`src/rtl/dmem_io_pkg.sv`:
```
// Shared constants for the dmem/MMIO bridge: register offsets and STATUS bits.
// The cycle counter is built only with DMEM_IO_CYCLE_COUNTER_EN defined.
package dmem_io_pkg;

    localparam int OFF_OUT_DATA = 0;
    localparam int OFF_STATUS   = 1;
    localparam int OFF_CYCLE    = 2;
    localparam int OFF_SCRATCH  = 3;

    localparam int ST_EMPTY    = 0;
    localparam int ST_FULL     = 1;
    localparam int ST_OVF      = 2;
    localparam int ST_COUNT_LO = 3;
    localparam int ST_COUNT_W  = 3;

endpackage

```
`src/rtl/dmem_io_fifo.sv`:
```
// Output FIFO for the MMIO block: synchronous push/pop, head read combinationally.
// Pointers are log2(DEPTH) bits so they wrap naturally for power-of-two depths.
module dmem_io_fifo #(
    parameter int DEPTH = 4,
    parameter int W     = 32,
    localparam int AW   = $clog2(DEPTH),
    localparam int CW   = AW + 1
) (
    input  logic          clock,
    input  logic          reset,
    input  logic          push,
    input  logic          pop,
    input  logic [W-1:0]  wdata,
    output logic [W-1:0]  rdata,
    output logic          full,
    output logic          empty,
    output logic [CW-1:0] count
);

    logic [W-1:0]  mem [DEPTH];
    logic [AW-1:0] wptr;
    logic [AW-1:0] rptr;

    always_ff @(posedge clock) begin
        if (push) mem[wptr] <= wdata;
    end

    always_ff @(posedge clock or negedge reset) begin
        if (!reset) begin
            wptr  <= '0;
            rptr  <= '0;
            count <= '0;
        end else begin
            if (push) wptr <= wptr + AW'(1);
            if (pop)  rptr <= rptr + AW'(1);
            case ({push, pop})
                2'b10:   count <= count + CW'(1);
                2'b01:   count <= count - CW'(1);
                default: count <= count;
            endcase
        end
    end

    assign rdata = mem[rptr];
    assign full  = (count == CW'(DEPTH));
    assign empty = (count == '0);

endmodule

```
`src/rtl/dmem_io_bridge.sv`:
```
// Data-memory responder: RAM passthrough below IO_BASE, MMIO block above it.
// Define DMEM_IO_CYCLE_COUNTER_EN to build the CYCLE register at offset +2.
module dmem_io_bridge
    import dmem_io_pkg::*;
#(
    parameter int ADDR_W     = 12,
    parameter int DATA_W     = 32,
    parameter int FIFO_DEPTH = 4,
    parameter logic [ADDR_W-1:0] IO_BASE = 'hF00
) (
    input  logic              clock,
    input  logic              reset,
    input  logic [ADDR_W-1:0] address,
    input  logic [DATA_W-1:0] data,
    input  logic              wren,
    output logic [DATA_W-1:0] q,
    output logic [ADDR_W-1:0] ram_address,
    output logic [DATA_W-1:0] ram_data,
    output logic              ram_wren,
    input  logic [DATA_W-1:0] ram_q,
    output logic              out_valid,
    output logic [DATA_W-1:0] out_data,
    input  logic              out_ready
);

    localparam int CW = $clog2(FIFO_DEPTH) + 1;

    logic              is_io;
    logic [ADDR_W-1:0] off;
    logic              io_wr;
    logic              wr_out;
    logic              wr_st;
    logic              wr_scr;
    logic              push;
    logic              pop;
    logic              full;
    logic              empty;
    logic [CW-1:0]     count;
    logic [DATA_W-1:0] head;
    logic [DATA_W-1:0] status;
    logic [DATA_W-1:0] rd_mux;
    logic              sel_io_q;
    logic [DATA_W-1:0] io_rdata_q;
    logic              ovf;
    logic [DATA_W-1:0] scratch;
    logic [31:0]       cycle;

    assign is_io = (address >= IO_BASE);
    assign off   = address - IO_BASE;

    assign ram_address = address;
    assign ram_data    = data;
    assign ram_wren    = wren & ~is_io & reset;

    assign io_wr  = wren & is_io;
    assign wr_out = io_wr & (off == ADDR_W'(OFF_OUT_DATA));
    assign wr_st  = io_wr & (off == ADDR_W'(OFF_STATUS));
    assign wr_scr = io_wr & (off == ADDR_W'(OFF_SCRATCH));

    // A push into a full FIFO still lands if the head leaves this cycle.
    assign pop  = out_valid & out_ready;
    assign push = wr_out & (~full | pop);

    dmem_io_fifo #(
        .DEPTH (FIFO_DEPTH),
        .W     (DATA_W)
    ) u_fifo (
        .clock (clock),
        .reset (reset),
        .push  (push),
        .pop   (pop),
        .wdata (data),
        .rdata (head),
        .full  (full),
        .empty (empty),
        .count (count)
    );

    assign out_valid = ~empty;
    assign out_data  = empty ? '0 : head;

    always_comb begin
        status = '0;
        status[ST_EMPTY] = empty;
        status[ST_FULL]  = full;
        status[ST_OVF]   = ovf;
        status[ST_COUNT_LO +: ST_COUNT_W] = ST_COUNT_W'(count);
    end

    always_comb begin
        rd_mux = '0;
        if (is_io) begin
            case (off)
                ADDR_W'(OFF_STATUS):  rd_mux = status;
                ADDR_W'(OFF_CYCLE):   rd_mux = DATA_W'(cycle);
                ADDR_W'(OFF_SCRATCH): rd_mux = scratch;
                default:              rd_mux = '0;
            endcase
        end
    end

    always_ff @(posedge clock or negedge reset) begin
        if (!reset) begin
            sel_io_q   <= 1'b0;
            io_rdata_q <= '0;
            ovf        <= 1'b0;
            scratch    <= '0;
        end else begin
            sel_io_q   <= is_io;
            io_rdata_q <= rd_mux;
            if (wr_out & full & ~pop)
                ovf <= 1'b1;
            else if (wr_st & data[ST_OVF])
                ovf <= 1'b0;
            if (wr_scr) scratch <= data;
        end
    end

`ifdef DMEM_IO_CYCLE_COUNTER_EN
    logic wr_cyc;
    assign wr_cyc = io_wr & (off == ADDR_W'(OFF_CYCLE));

    always_ff @(posedge clock or negedge reset) begin
        if (!reset)
            cycle <= '0;
        else if (wr_cyc)
            cycle <= 32'(data);
        else
            cycle <= cycle + 32'd1;
    end
`else
    assign cycle = '0;
`endif

    assign q = !reset ? '0 : (sel_io_q ? io_rdata_q : ram_q);

endmodule

```
`config.mk`:
```
export PLATFORM = sky130hd
export DESIGN_NAME = dmem_io_bridge
export DESIGN_NICKNAME = d
export VERILOG_FILES = /design/src/rtl/dmem_io_pkg.sv /design/src/rtl/dmem_io_fifo.sv /design/src/rtl/dmem_io_bridge.sv
export SDC_FILE = /design/constraint.sdc
export NUM_CORES = 1
export LEC_CHECK = 0
export ABC_AREA = 1
export ABC_CLOCK_PERIOD_IN_PS = 3540
export BUFFER_PORTS_ARGS = -buffer_cell sky130_fd_sc_hd__buf_2
export CORE_ASPECT_RATIO = 2
export CORE_MARGIN = 2
export CORE_UTILIZATION = 40
export CTS_CLUSTER_DIAMETER = 200
export DETAILED_ROUTE_END_ITERATION = 6
export GPL_TIMING_DRIVEN = 0
export SLEW_MARGIN = 5
export SYNTH_ARGS = -nofsm -noshare
export SYNTH_HDL_FRONTEND = slang
export SYNTH_HIERARCHICAL = 1
export SYNTH_SLANG_ARGS = --single-unit
```
`constraint.sdc`:
```
create_clock -name clock -period 3.54 [get_ports clock]
set_clock_uncertainty 0.15 [all_clocks]
set_input_delay 0.354 -clock clock [delete_from_list [all_inputs] [get_ports clock]]
set_output_delay 0.354 -clock clock [all_outputs]
set_load 0.05 [all_outputs]
```
==> results.sh, run 1 <==
export IMPL_synth_flop_cell="edfxtp_1"
export IMPL_die_h_um=219
export IMPL_initial_core_util_pct=40.8
export IMPL_synth_edf_count=128
export IMPL_p_leak_nw=5.51
export IMPL_path_buf_inv=3
export IMPL_drive_gt1_share_pct=27.0
export IMPL_route_detailed_drc=0
export IMPL_die_area_um2=24400
export IMPL_cts_buffers_inserted=18
export IMPL_grt_pass1_vias=6795
export IMPL_nets=1239
export IMPL_routedWlPerCell_um=15.8
export IMPL_ir_worst_vdd_mv=0.444
export IMPL_syn_inst=926
export IMPL_gp_congestion=0.781
export IMPL_finalHoldViolCount=0
export IMPL_fmax_mhz=318
export IMPL_ios=190
export IMPL_worst_pin_slew_ns=0.854
export IMPL_final_antenna_net_count=0
export IMPL_core_area_um2=22600
export IMPL_setup_slack_ns=0.391
export IMPL_netlist_area_um2=9230
export IMPL_overflow=0
export IMPL_drt_wl_total_um=22900
export IMPL_htree_levels=1
export IMPL_critical_path_arrival_ns=3.11
export IMPL_grt_usage_pct=18.5
export IMPL_power_density_nw_per_um2=699
export IMPL_worst_setup_path_start_kind="flop"
export IMPL_place_hpwl_um=16700
export IMPL_critPathMaxStageDelay_ns=0.63
export IMPL_clk_latency_ns=0.48
export IMPL_die_w_um=111
export IMPL_path_cells="nor3_1, clkbuf_1, nor2_1, nor2_1, nor2_2, clkbuf_1, nand2_1, inv_2"
export IMPL_synthArstFlopShare_pct=36.3
export IMPL_setup_tns_final_ns=0
export IMPL_root_buffer="clkbuf_16"
export IMPL_synth_warnings=6
export IMPL_cp_required_ns=3.50
export IMPL_grt_max_degree=67
export IMPL_path_class="reg2reg"
export IMPL_vias=6764
export IMPL_drt_iter0_markers=217
export IMPL_synth_nets=1012
export IMPL_area_growth_pct=23.5
export IMPL_place_ws_ns=0.387
export IMPL_post_cts_setup_buffer_count=0
export IMPL_via_per_inst=4.68
export IMPL_diodes=0
export IMPL_end_kind="flop"
export IMPL_ctsResizeCount=0
export IMPL_slew_viol_final=0
export IMPL_avgSynthCellArea_um2=9.97
export IMPL_hold_path_class="in2reg"
export IMPL_rsz0062_at_grt="no"
export IMPL_seq_area_frac_synth_pct=61.5
export IMPL_relSlewSlack_pct=43.0
export IMPL_finalCriticalPeriod_ns=3.15
export IMPL_grt_pass1_wl_um=35400
export IMPL_maxCapViolations=0
export IMPL_critPathSlowestCell="inv_2"
export IMPL_setup_violations=0
export IMPL_clk_pin_slew_ns=0.06
export IMPL_cts_buffer_depth=3
export IMPL_clock_sinks=201
export IMPL_tritoncts="built"
export IMPL_antenna_found_initial=0
export IMPL_num_rows=78
export IMPL_status="finished clean"
export IMPL_crit_path_max_fanout=32
export IMPL_dr_pass1_iters=4
export IMPL_synth_seq_cells=201
export IMPL_finalCritPeriodShare_pct=89.0
export IMPL_placement_io_buffers=188
export IMPL_cp_top_family="buffers and inverters"
export IMPL_ys_types=28
flip-flops by register name (all words and copies together), names as in the netlist:
name          count
u_fifo/wptr       2
u_fifo/count      3
ovf               1
sel_io_q          1
io_rdata_q       32
u_fifo/mem      128
u_fifo/rptr       2
scratch          32
per-layer routing:
metal  GRT usage (%)  share of wire, %
met5               0                 0
met3            1.80               4.3
met4            6.38               2.5
met2            37.1                56
met1            19.8                37
worst register-to-register path, stage by stage (launching register included):
cell and delay, ns:
dfrtp_1 0.44, nor3_1 0.08, clkbuf_1 0.28, nor2_1 0.49, nor2_1 0.13, nor2_2 0.12
clkbuf_1 0.32, nand2_1 0.12, inv_2 0.63
area by class of cell:
cell class / count / area [um2]
clock buffer: 24 / 513
multi-input combinational: 482 / 2310
inverter: 146 / 548
timing repair buffer: 207 / 1150
tap: 280 / 350
buffer: 97 / 703
clock inverter: 8 / 156
sequential: 201 / 5670
fill: 2156 / 11200
cells in the mapped netlist, types with 3 or more instances:
library cell | number | area, um2
o21ai_0 | 35 | 175
nand3_1 | 13 | 65.1
nor2_1 | 129 | 484
buf_6 | 8 | 90.1
ha_1 | 5 | 62.6
buf_4 | 50 | 375
o211ai_1 | 64 | 480
dfrtp_1 | 73 | 1830
edfxtp_1 | 128 | 3840
buf_2 | 18 | 90.1
inv_1 | 144 | 541
xor2_1 | 3 | 26.3
nand2_1 | 187 | 702
buf_12 | 4 | 80.1
nand4_1 | 32 | 200
nor2_2 | 4 | 25.0
clkbuf_1 | 15 | 56.3
layout by cell type (no fill, tap or decap), types with 17 or more instances in the layout:
master / synthesis / final
dlygate4sd3_1: 0 / 18
nand2_1: 187 / 187
buf_4: 50 / 51
dfrtp_1: 73 / 73
buf_2: 18 / 205
inv_1: 144 / 140
clkbuf_16: 0 / 18
clkbuf_1: 15 / 17
o21ai_0: 35 / 35
nand4_1: 32 / 32
o211ai_1: 64 / 64
edfxtp_1: 128 / 128
nor2_1: 129 / 129
power by group:
part           internal (mW)  switching (mW)  total, mW  leakage, nW
clock                   1.32           0.840       2.16        0.321
combinational          0.801            2.45       3.25         3.04
sequential              2.53          0.0317       2.56         2.15
per-stage QoR:
stage | util, % | instances | cell area [um2] | hold slack, ns | total power [mW]
detailed placement | 46.6 | 1395 | 10500 | 0.0712 | 5.90
finish | 50.3 | 1445 | 11400 | 0.000865 | 7.97
CTS | 50.3 | 1445 | 11400 | 0.000156 | 8.08
floorplan | - | 926 | 9230 | -0.0916 | 5.02
global route | 50.3 | 1445 | 11400 | 0.00986 | 8.37
global placement | 46.5 | 1394 | 10500 | 0.305 | 5.87
path summary, 6_finish.rpt:
kind | from | endpoint | slack [ns] | cells past startpoint
max | u_fifo/count[0]$_DFFE_PN0P_ | u_fifo/mem[1][26]$_DFFE_PP_ | 0.39 | 8
max in group asynchronous | reset | io_rdata_q[14]$_DFF_PN0_ | 2.56 | 3
min in group asynchronous | reset | scratch[4]$_DFFE_PN0P_ | 0.11 | 2
max reg2reg | u_fifo/count[0]$_DFFE_PN0P_ | u_fifo/mem[1][26]$_DFFE_PP_ | 0.39 | 8
min reg2reg | scratch[10]$_DFFE_PN0P_ | scratch[10]$_DFFE_PN0P_ | 0.33 | 2
min | data[12] | u_fifo/mem[0][12]$_DFFE_PP_ | 0.0009 | 1
what timing repair did:
item                                   CTS  global route
setup endpoints to repair                0             0
endpoints found under the hold margin  141             0
hold buffers                            18             0
cell families after synthesis:
family,Yosys count,synth area share [%]
AOI/OAI and AO/OA,100,7.16
xor gates and xnor gates,4,0.380
adders and majority gates,6,0.895
buffers and inverters,243,13.6
DFF,201,61.5
and+or+nand+nor,372,16.6
Power figures use the tool's default switching activity.
==> run 2: changes to the inputs <==
Settings changed: ABC_CLOCK_PERIOD_IN_PS 3540 to 3900.
Clock period 3.54 ns to 3.9 ns, I/O delays scaled along.
==> run 2 against run 1 <==
Clock power shrank 9.3%. First-iteration DRC count grew 12%. Highest routed layer unchanged. Count of clock-buffer cells in the layout is the same. Register-to-register slack gained 0.35 ns. Global-route usage shrank 0.18 points. Final area shrank 1.5%. Non-clock buffer count shrank 17. Hold slack gained 0.017 ns. Wire length shrank 0.80%. Sequential power shrank 9.0%. Sequential share of layout area grew 0.75 points.
==> results.sh, run 2 (synthesis gave the netlist of run 1 again) <==
export IMPL_status="finished clean"
export IMPL_finalCriticalPeriod_ns=3.16
export IMPL_wl_met3_um=986
export IMPL_relSlewSlack_pct=43.2
export IMPL_overflow=0
export IMPL_critical_path_arrival_ns=3.12
export IMPL_path_buf_inv=3
export IMPL_ir_worst_vdd_mv=0.404
export IMPL_switchingPower_mw=3.01
export IMPL_nets=1222
export IMPL_mostFrequentLayoutCells="buf_2 (205), nand2_1 (187), inv_1 (140)"
export IMPL_reg_top3="u_fifo/mem: 128 flops, io_rdata_q: 32 flops, scratch: 32 flops"
export IMPL_rsz0062_at_grt="no"
export IMPL_setup_violations=0
export IMPL_via_per_inst=4.66
export IMPL_clk_pin_slew_ns=0.07
export IMPL_cts_buffers_inserted=18
export IMPL_grt_usage_pct=18.3
export IMPL_root_buffer="clkbuf_16"
export IMPL_wl_met1_um=8400
export IMPL_largest_register="u_fifo/mem"
export IMPL_die_w_um=111
export IMPL_power_switching_share_pct=41.7
export IMPL_fill_cells=2174
export IMPL_fmax_mhz=317
export IMPL_p_int_mw=4.21
export IMPL_fin_hold_ws_ns=0.0175
export IMPL_area_growth_pct=21.7
export IMPL_worst_setup_path_start_kind="flop"
export IMPL_cp_top_family="buffers and inverters"
export IMPL_hold_path_class="in2reg"
export IMPL_cts_buffer_depth=3
export IMPL_vias=6648
export IMPL_die_area_um2=24400
export IMPL_placement_io_buffers=188
export IMPL_end_kind="flop"
export IMPL_gp_congestion=0.781
export IMPL_clk_latency_ns=0.48
export IMPL_p_leak_nw=5.44
export IMPL_final_antenna_net_count=0
export IMPL_path_class="reg2reg"
export IMPL_path_cells="nor3_1, clkbuf_1, nor2_1, nor2_1, nor2_2, clkbuf_1, nand2_1, inv_2"
export IMPL_setup_tns_final_ns=0
export IMPL_routedWlPerCell_um=15.9
export IMPL_clock_sinks=201
export IMPL_power_density_nw_per_um2=643
export IMPL_num_rows=78
export IMPL_hold_buffers=1
export IMPL_grt_pass1_vias=6707
export IMPL_p_clk_share_pct=27.1
export IMPL_die_h_um=219
export IMPL_initial_core_util_pct=40.8
export IMPL_antenna_found_initial=0
export IMPL_ctsResizeCount=0
export IMPL_largest_register_ffs=128
export IMPL_top_layer_used="met4"
export IMPL_drt_wl_total_um=22700
export IMPL_htree_levels=1
export IMPL_met2_length_um=12700
export IMPL_drt_iter0_markers=243
export IMPL_r2r_cells=8
export IMPL_post_cts_setup_buffer_count=0
export IMPL_dr_pass1_iters=5
export IMPL_worst_pin_slew_ns=0.850
export IMPL_combPwrFrac_pct=40.6
export IMPL_final_area_um2=11200
export IMPL_core_area_um2=22600
export IMPL_hold_depth=1
export IMPL_critPathMaxStageDelay_ns=0.63
export IMPL_path_depth=8
export IMPL_drive_gt1_share_pct=27.4
export IMPL_finalHoldViolCount=0
export IMPL_ios=190
export IMPL_post_dp_cell_area_um2=10500
export IMPL_grt_max_degree=67
export IMPL_critPathSlowestCell="inv_2"
export IMPL_slew_viol_final=0
export IMPL_final_common_cell="buf_2"
export IMPL_crit_path_max_fanout=32
export IMPL_finalCritPeriodShare_pct=81.0
export IMPL_cp_required_ns=3.86
export IMPL_place_hpwl_um=16700
export IMPL_grt_pass1_wl_um=35000
export IMPL_maxCapViolations=0
export IMPL_route_detailed_drc=0
export IMPL_tritoncts="built"
export IMPL_seq_power_share_pct=32.2
export IMPL_diodes=0
-- run 2: cell types whose count changed in the layout (fill, tap and decap cells not counted), sizes merged --
| cell | previous run | this run |
|---|---|---|
| dlygate4sd3 | 18 | 1 |
-- run 2: final timing paths --
check / start / endpoint / slack, ns
setup / recovery: u_fifo/count[0]$_DFFE_PN0P_ / u_fifo/mem[1][26]$_DFFE_PP_ / 0.74
hold / removal: data[28] / u_fifo/mem[1][28]$_DFFE_PP_ / 0.02
setup reg to reg: u_fifo/count[0]$_DFFE_PN0P_ / u_fifo/mem[1][26]$_DFFE_PP_ / 0.74
hold reg to reg: scratch[10]$_DFFE_PN0P_ / scratch[10]$_DFFE_PN0P_ / 0.33
max in group asynchronous: reset / io_rdata_q[14]$_DFF_PN0_ / 2.88
min in group asynchronous: reset / scratch[4]$_DFFE_PN0P_ / 0.15
-- run 2: power groups by stage --
stage,combinational [mW],sequential (mW),clock [mW]
after global placement,2.96,2.37,0
after detailed placement,2.98,2.37,0
after floorplan,2.19,2.36,0
after global routing,3.17,2.33,2.08
after CTS,2.99,2.33,2.00
final,2.93,2.33,1.96
-- run 2: metal layers --
metal,global-route usage [%],vias up
met4,6.38,0
met5,0,-
met1,19.7,3072
li1,-,3354
met3,1.71,27
met2,36.7,195
-- run 2: cell type report --
class | instances | area, um2 | area share [%]
plain buffers | 97 | 703 | 6.26
clock buffers | 24 | 513 | 4.57
clock inverters | 8 | 156 | 1.39
inverters | 146 | 548 | 4.88
multi-input cells | 482 | 2310 | 20.5
flip-flops and latches | 201 | 5670 | 50.5
well taps | 280 | 350 | 3.12
repair buffers | 190 | 981 | 8.74
-- run 2: through the flow --
stage | utilization [%] | instances | setup slack (ns) | power (mW)
6_report | 49.6 | 1428 | 0.742 | 7.22
5_1_grt | 49.6 | 1428 | 0.528 | 7.58
4_1_cts | 49.6 | 1428 | 0.726 | 7.32
3_5_place_dp | 46.6 | 1395 | 0.747 | 5.35
3_3_place_gp | 46.5 | 1394 | 0.257 | 5.33
2_1_floorplan | - | 926 | 1.30 | 4.55
